File: src/rtl/br_redirect_ctrl.sv
// Control-flow redirect sequencer: arbitrates WB flushes and EX taken branches
// into one held redirect request to fetch, drives wrong-path kills, counts branches.
module br_redirect_ctrl #(
  parameter int CNT_W = 32
) (
  input  logic             clk,
  input  logic             reset,
  input  logic             ex_valid,
  input  logic             ex_is_bj,
  input  logic             ex_taken,
  input  logic [31:0]      ex_target,
  input  logic             wb_flush,
  input  logic [31:0]      wb_target,
  input  logic             if_ready,
  output logic             redir_valid,
  output logic [31:0]      redir_pc,
  output logic             flush_fd,
  output logic             ex_kill,
  output logic [CNT_W-1:0] cnt_br,
  output logic [CNT_W-1:0] cnt_taken,
  output logic [CNT_W-1:0] cnt_stall
);

  typedef enum logic {
    IDLE = 1'b0,
    PEND = 1'b1
  } state_e;

  state_e           state_q, state_d;
  logic [31:0]      pend_pc_q, pend_pc_d;
  logic [CNT_W-1:0] cnt_br_q, cnt_br_d;
  logic [CNT_W-1:0] cnt_taken_q, cnt_taken_d;
  logic [CNT_W-1:0] cnt_stall_q, cnt_stall_d;

  logic        br_resolve;
  logic        br_new;
  logic        req_valid;
  logic [31:0] req_pc;

  // Request arbitration: WB flush beats the pending target, which beats a new branch.
  always_comb begin
    br_resolve = (state_q == IDLE) & ex_valid & ex_is_bj & ~wb_flush;
    br_new     = br_resolve & ex_taken;
    req_valid  = wb_flush | (state_q == PEND) | br_new;
    if (wb_flush) begin
      req_pc = wb_target;
    end else if (state_q == PEND) begin
      req_pc = pend_pc_q;
    end else begin
      req_pc = ex_target;
    end
  end

  // NOTE: every signal gets a default before any branch so no latch is inferred.
  always_comb begin
    state_d     = state_q;
    pend_pc_d   = pend_pc_q;
    cnt_br_d    = cnt_br_q + {{(CNT_W-1){1'b0}}, br_resolve};
    cnt_taken_d = cnt_taken_q + {{(CNT_W-1){1'b0}}, br_new};
    cnt_stall_d = cnt_stall_q;
    if (req_valid) begin
      if (if_ready) begin
        state_d = IDLE;
      end else begin
        state_d     = PEND;
        pend_pc_d   = req_pc;
        cnt_stall_d = cnt_stall_q + {{(CNT_W-1){1'b0}}, 1'b1};
      end
    end
  end

  // NOTE: state registers use non-blocking assignments so all flops update together.
  always_ff @(posedge clk) begin
    if (reset) begin
      state_q     <= IDLE;
      pend_pc_q   <= '0;
      cnt_br_q    <= '0;
      cnt_taken_q <= '0;
      cnt_stall_q <= '0;
    end else begin
      state_q     <= state_d;
      pend_pc_q   <= pend_pc_d;
      cnt_br_q    <= cnt_br_d;
      cnt_taken_q <= cnt_taken_d;
      cnt_stall_q <= cnt_stall_d;
    end
  end

  // Reset masks every output, including the combinational request path.
  assign redir_valid = req_valid & ~reset;
  assign redir_pc    = redir_valid ? req_pc : 32'h0;
  assign flush_fd    = redir_valid;
  assign ex_kill     = ~reset & ((state_q == PEND) | wb_flush);
  assign cnt_br      = reset ? '0 : cnt_br_q;
  assign cnt_taken   = reset ? '0 : cnt_taken_q;
  assign cnt_stall   = reset ? '0 : cnt_stall_q;

`ifndef SYNTHESIS
  // A raised request may only retire through a handshake; its PC only changes on a flush.
  a_valid_hold : assert property (@(posedge clk) disable iff (reset)
    (redir_valid && !if_ready) |=> (reset || redir_valid));
  a_pc_stable : assert property (@(posedge clk) disable iff (reset)
    (redir_valid && !if_ready) |=> (reset || wb_flush || redir_pc == $past(redir_pc)));
`endif

endmodule

File: config.mk
export PLATFORM = sky130hd
export DESIGN_NAME = br_redirect_ctrl
export DESIGN_NICKNAME = d
export VERILOG_FILES = /design/src/rtl/br_redirect_ctrl.sv
export SDC_FILE = /design/constraint.sdc
export NUM_CORES = 1
export LEC_CHECK = 0
export BUFFER_PORTS_ARGS = -buffer_cell sky130_fd_sc_hd__buf_2
export CORE_UTILIZATION = 53
export DETAILED_ROUTE_END_ITERATION = 6
export PLACE_DENSITY = 0.87
export SLEW_MARGIN = 20
export SYNTH_ARGS = -nofsm -noshare
export SYNTH_HDL_FRONTEND = slang
export SYNTH_SLANG_ARGS = --single-unit
export TNS_END_PERCENT = 5
File: constraint.sdc
create_clock -name clk -period 3.4 [get_ports clk]
set_input_delay 0.17 -clock clk [delete_from_list [all_inputs] [get_ports clk]]
set_output_delay 0.17 -clock clk [all_outputs]
set_load 0.005 [all_outputs]
==> run summary <==
status = completed
Initial Util = 0.554
clk_skew = 0.00822 ns
startpoint types = register
Syn Std Cell Area = 7110 µm²
Area growth syn-to-layout = 24.0%
most frequent cells in the layout = buf_2, nor2_1, dfxtp_1, nor2b_1, nand2_1
max-cap viol count = 0
Hold Path Class = in2reg
clk slew on worst S/H paths = 0.05 ns
count of cell types in the netlist = 43
post-synthesis sequential area ratio = 0.363
die height = 118 µm
vias per cell = 5.59
Tot GR Track Use = 0.251
TritonCTS Buffers = 17
Max Buffers Root-to-Sink = 2
Root Buffer = clkbuf_16
Port Buf Inserts = 201
final core utilization = 0.688
worst hold stages = 3
I/O Pins = 202
min cycle time layout = 2.58 ns
drt first pass iters = 7
Setup CP Type = reg2out
met3 wire len = 888 µm
ratio of cells with drive above 1 in the final layout = 0.259
Warnings, synthesis = 0
DIE AREA = 13,900 µm²
Finished Cell Area = 8820 µm²
Worst Path Max Fanout = 34
LEAKAGE = 3.99 nW
first-pass GRT wire length = 28,900 µm
Site Rows = 41
core area = 12,800 µm²
final hold violations = 0
total grt overflow = 0
commonest non-fill, non-tap cell in the layout = buf_2
vias = 6,765
Power Density = 435 nW/µm²
Antenna Cells = 0
routed len/inst = 14.6 µm
crit share post-route = 0.759
final setup fails = 0
CP max stage delay = 0.51 ns
WP data required = 3.23 ns
CTS H-Tree Depth = 4
Peak VDD IR = 0.352 mV
# hold bufs at CTS = 0
Post-DP Area = 8190 µm²
Setup Buffers After CTS = 0
Syn Inst Count = 857
initial antenna violation count = 0
wirelength, routed = 17,700 µm
hpwl dp = 12,000 µm
slew margin rel. = 0.570
Post-synth EDFFs = 0
Max Fclk = 0.388 GHz
Syn Area/Cell = 8.30 µm²
Final nets = 1,102
Post-CTS Resized = 0
worst skew pair latency = 0.41 ns
most common flop cell mapped by yosys = dfxtp_1
largest net degree at the start of global routing = 78
syn nets = 933
RSZ-0062 raised after global routing = no
crit path DAT = 2.41 ns
met2 routed WL = 8340 µm
max-slew violation count = 0
Met1 Wirelength = 8130 µm
Iteration-0 DRC Markers = 565
slowest cell on the critical path = buf_4
actual slew at the worst max-slew pin = 0.643 ns
crit path cell chain = buf_4 > a311oi_4 > nor2_2 > buf_4 > o211a_1 > buf_2
flops & latches, synth = 129
vias in the first global route = 6,037
DRC viols = 0
DIE WIDTH = 118 µm
Placer Congestion = 0.828
CTS tree = done
Top Layer Used = met4
Critical Path Most Common Cell = buf_4
Post-DRT Antenna Nets = 0
Clock Sinks = 129
Setup TNS = 0 ns
crit path capture type = output port
R2R depth = 9
FFs w/ async S/R, synth = 0
-- state kept, by name, summed over array words and instances (netlist names) --
name         flops
cnt_br_q        32
cnt_stall_q     32
cnt_taken_q     32
pend_pc_q       32
state_q          1
-- critical path, delay by kind of cell, from the launching register on --
family | cells | cell delay, ns
DFF | 1 | 0.32
AOI/OAI and AO/OA | 2 | 0.39
and+or+nand+nor | 1 | 0.29
buffers and inverters | 3 | 0.99
-- metal layers --
layer / track usage / vias up
li1: - / 3332
met1: 0.338 / 3188
met2: 0.386 / 216
met3: 0.0557 / 29
met4: 0.103 / 0
met5: 0 / -
-- Yosys cell counts, drive strengths merged, types with 9 or more instances --
cell type	count	area share
mux2i	32	0.045
nor4	14	0.021
and3	15	0.013
o211a	32	0.045
a211oi	33	0.036
nand2	64	0.034
dfxtp	129	0.36
and4	11	0.014
xnor2	27	0.033
nand3	41	0.030
nor2	130	0.069
buf	9	0.0060
nor2b	97	0.085
nor3	12	0.011
clkbuf	53	0.028
o22ai	32	0.028
xor2	51	0.063
o21ai	9	0.0063
nand4	29	0.027
-- where the power goes --
group | internal [W] | switching (W)
registers | 0.00155 | 0.0000198
clock network | 0.00124 | 0.000677
logic | 0.000147 | 0.000202
-- through the flow --
| stage | setup WS (ns) | hold slack (ns) | power, W | instances |
|---|---|---|---|---|
| after global placement | 1.00 | 0.487 | 0.00194 | 1179 |
| after detailed placement | 0.912 | 0.491 | 0.00195 | 1179 |
| after CTS | 0.814 | 0.0765 | 0.00387 | 1211 |
| after global routing | 0.693 | 0.0866 | 0.00398 | 1211 |
| final | 0.821 | 0.0961 | 0.00384 | 1211 |
| after floorplan | 0.768 | 0.391 | 0.00182 | 857 |
-- cells by family (layout without fill, tap and decap cells) --
family	Yosys count	count (layout)	synth area share
AND/OR/NAND/NOR	428	428	0.319
flip-flops	129	129	0.363
AO/OA/AOI/OAI	114	114	0.124
XOR/XNOR	78	78	0.0961
buffers and inverters	67	249	0.0366
multiplexers	36	36	0.0519
adder cells (fa/ha/maj)	5	5	0.00880
-- layout make-up --
type                    instances  area [µm²]
fillers                      1066        4010
multi-input cells             661        4280
well taps                     172         215
clock inverters                14         188
flip-flops and latches        129        2580
inverters                       5        18.8
repair buffers                212        1090
clock buffers                  18         439
-- final timing paths --
check / start / endpoint / slack, ns
worst min register to register: pend_pc_q[7] / pend_pc_q[7] / 0.50
worst min-delay path: ex_target[10] / pend_pc_q[10] / 0.1
worst max-delay path: state_q / redir_pc[0] / 0.82
worst max register to register: state_q / cnt_taken_q[16] / 0.89
(Power assumes the default switching activity.)
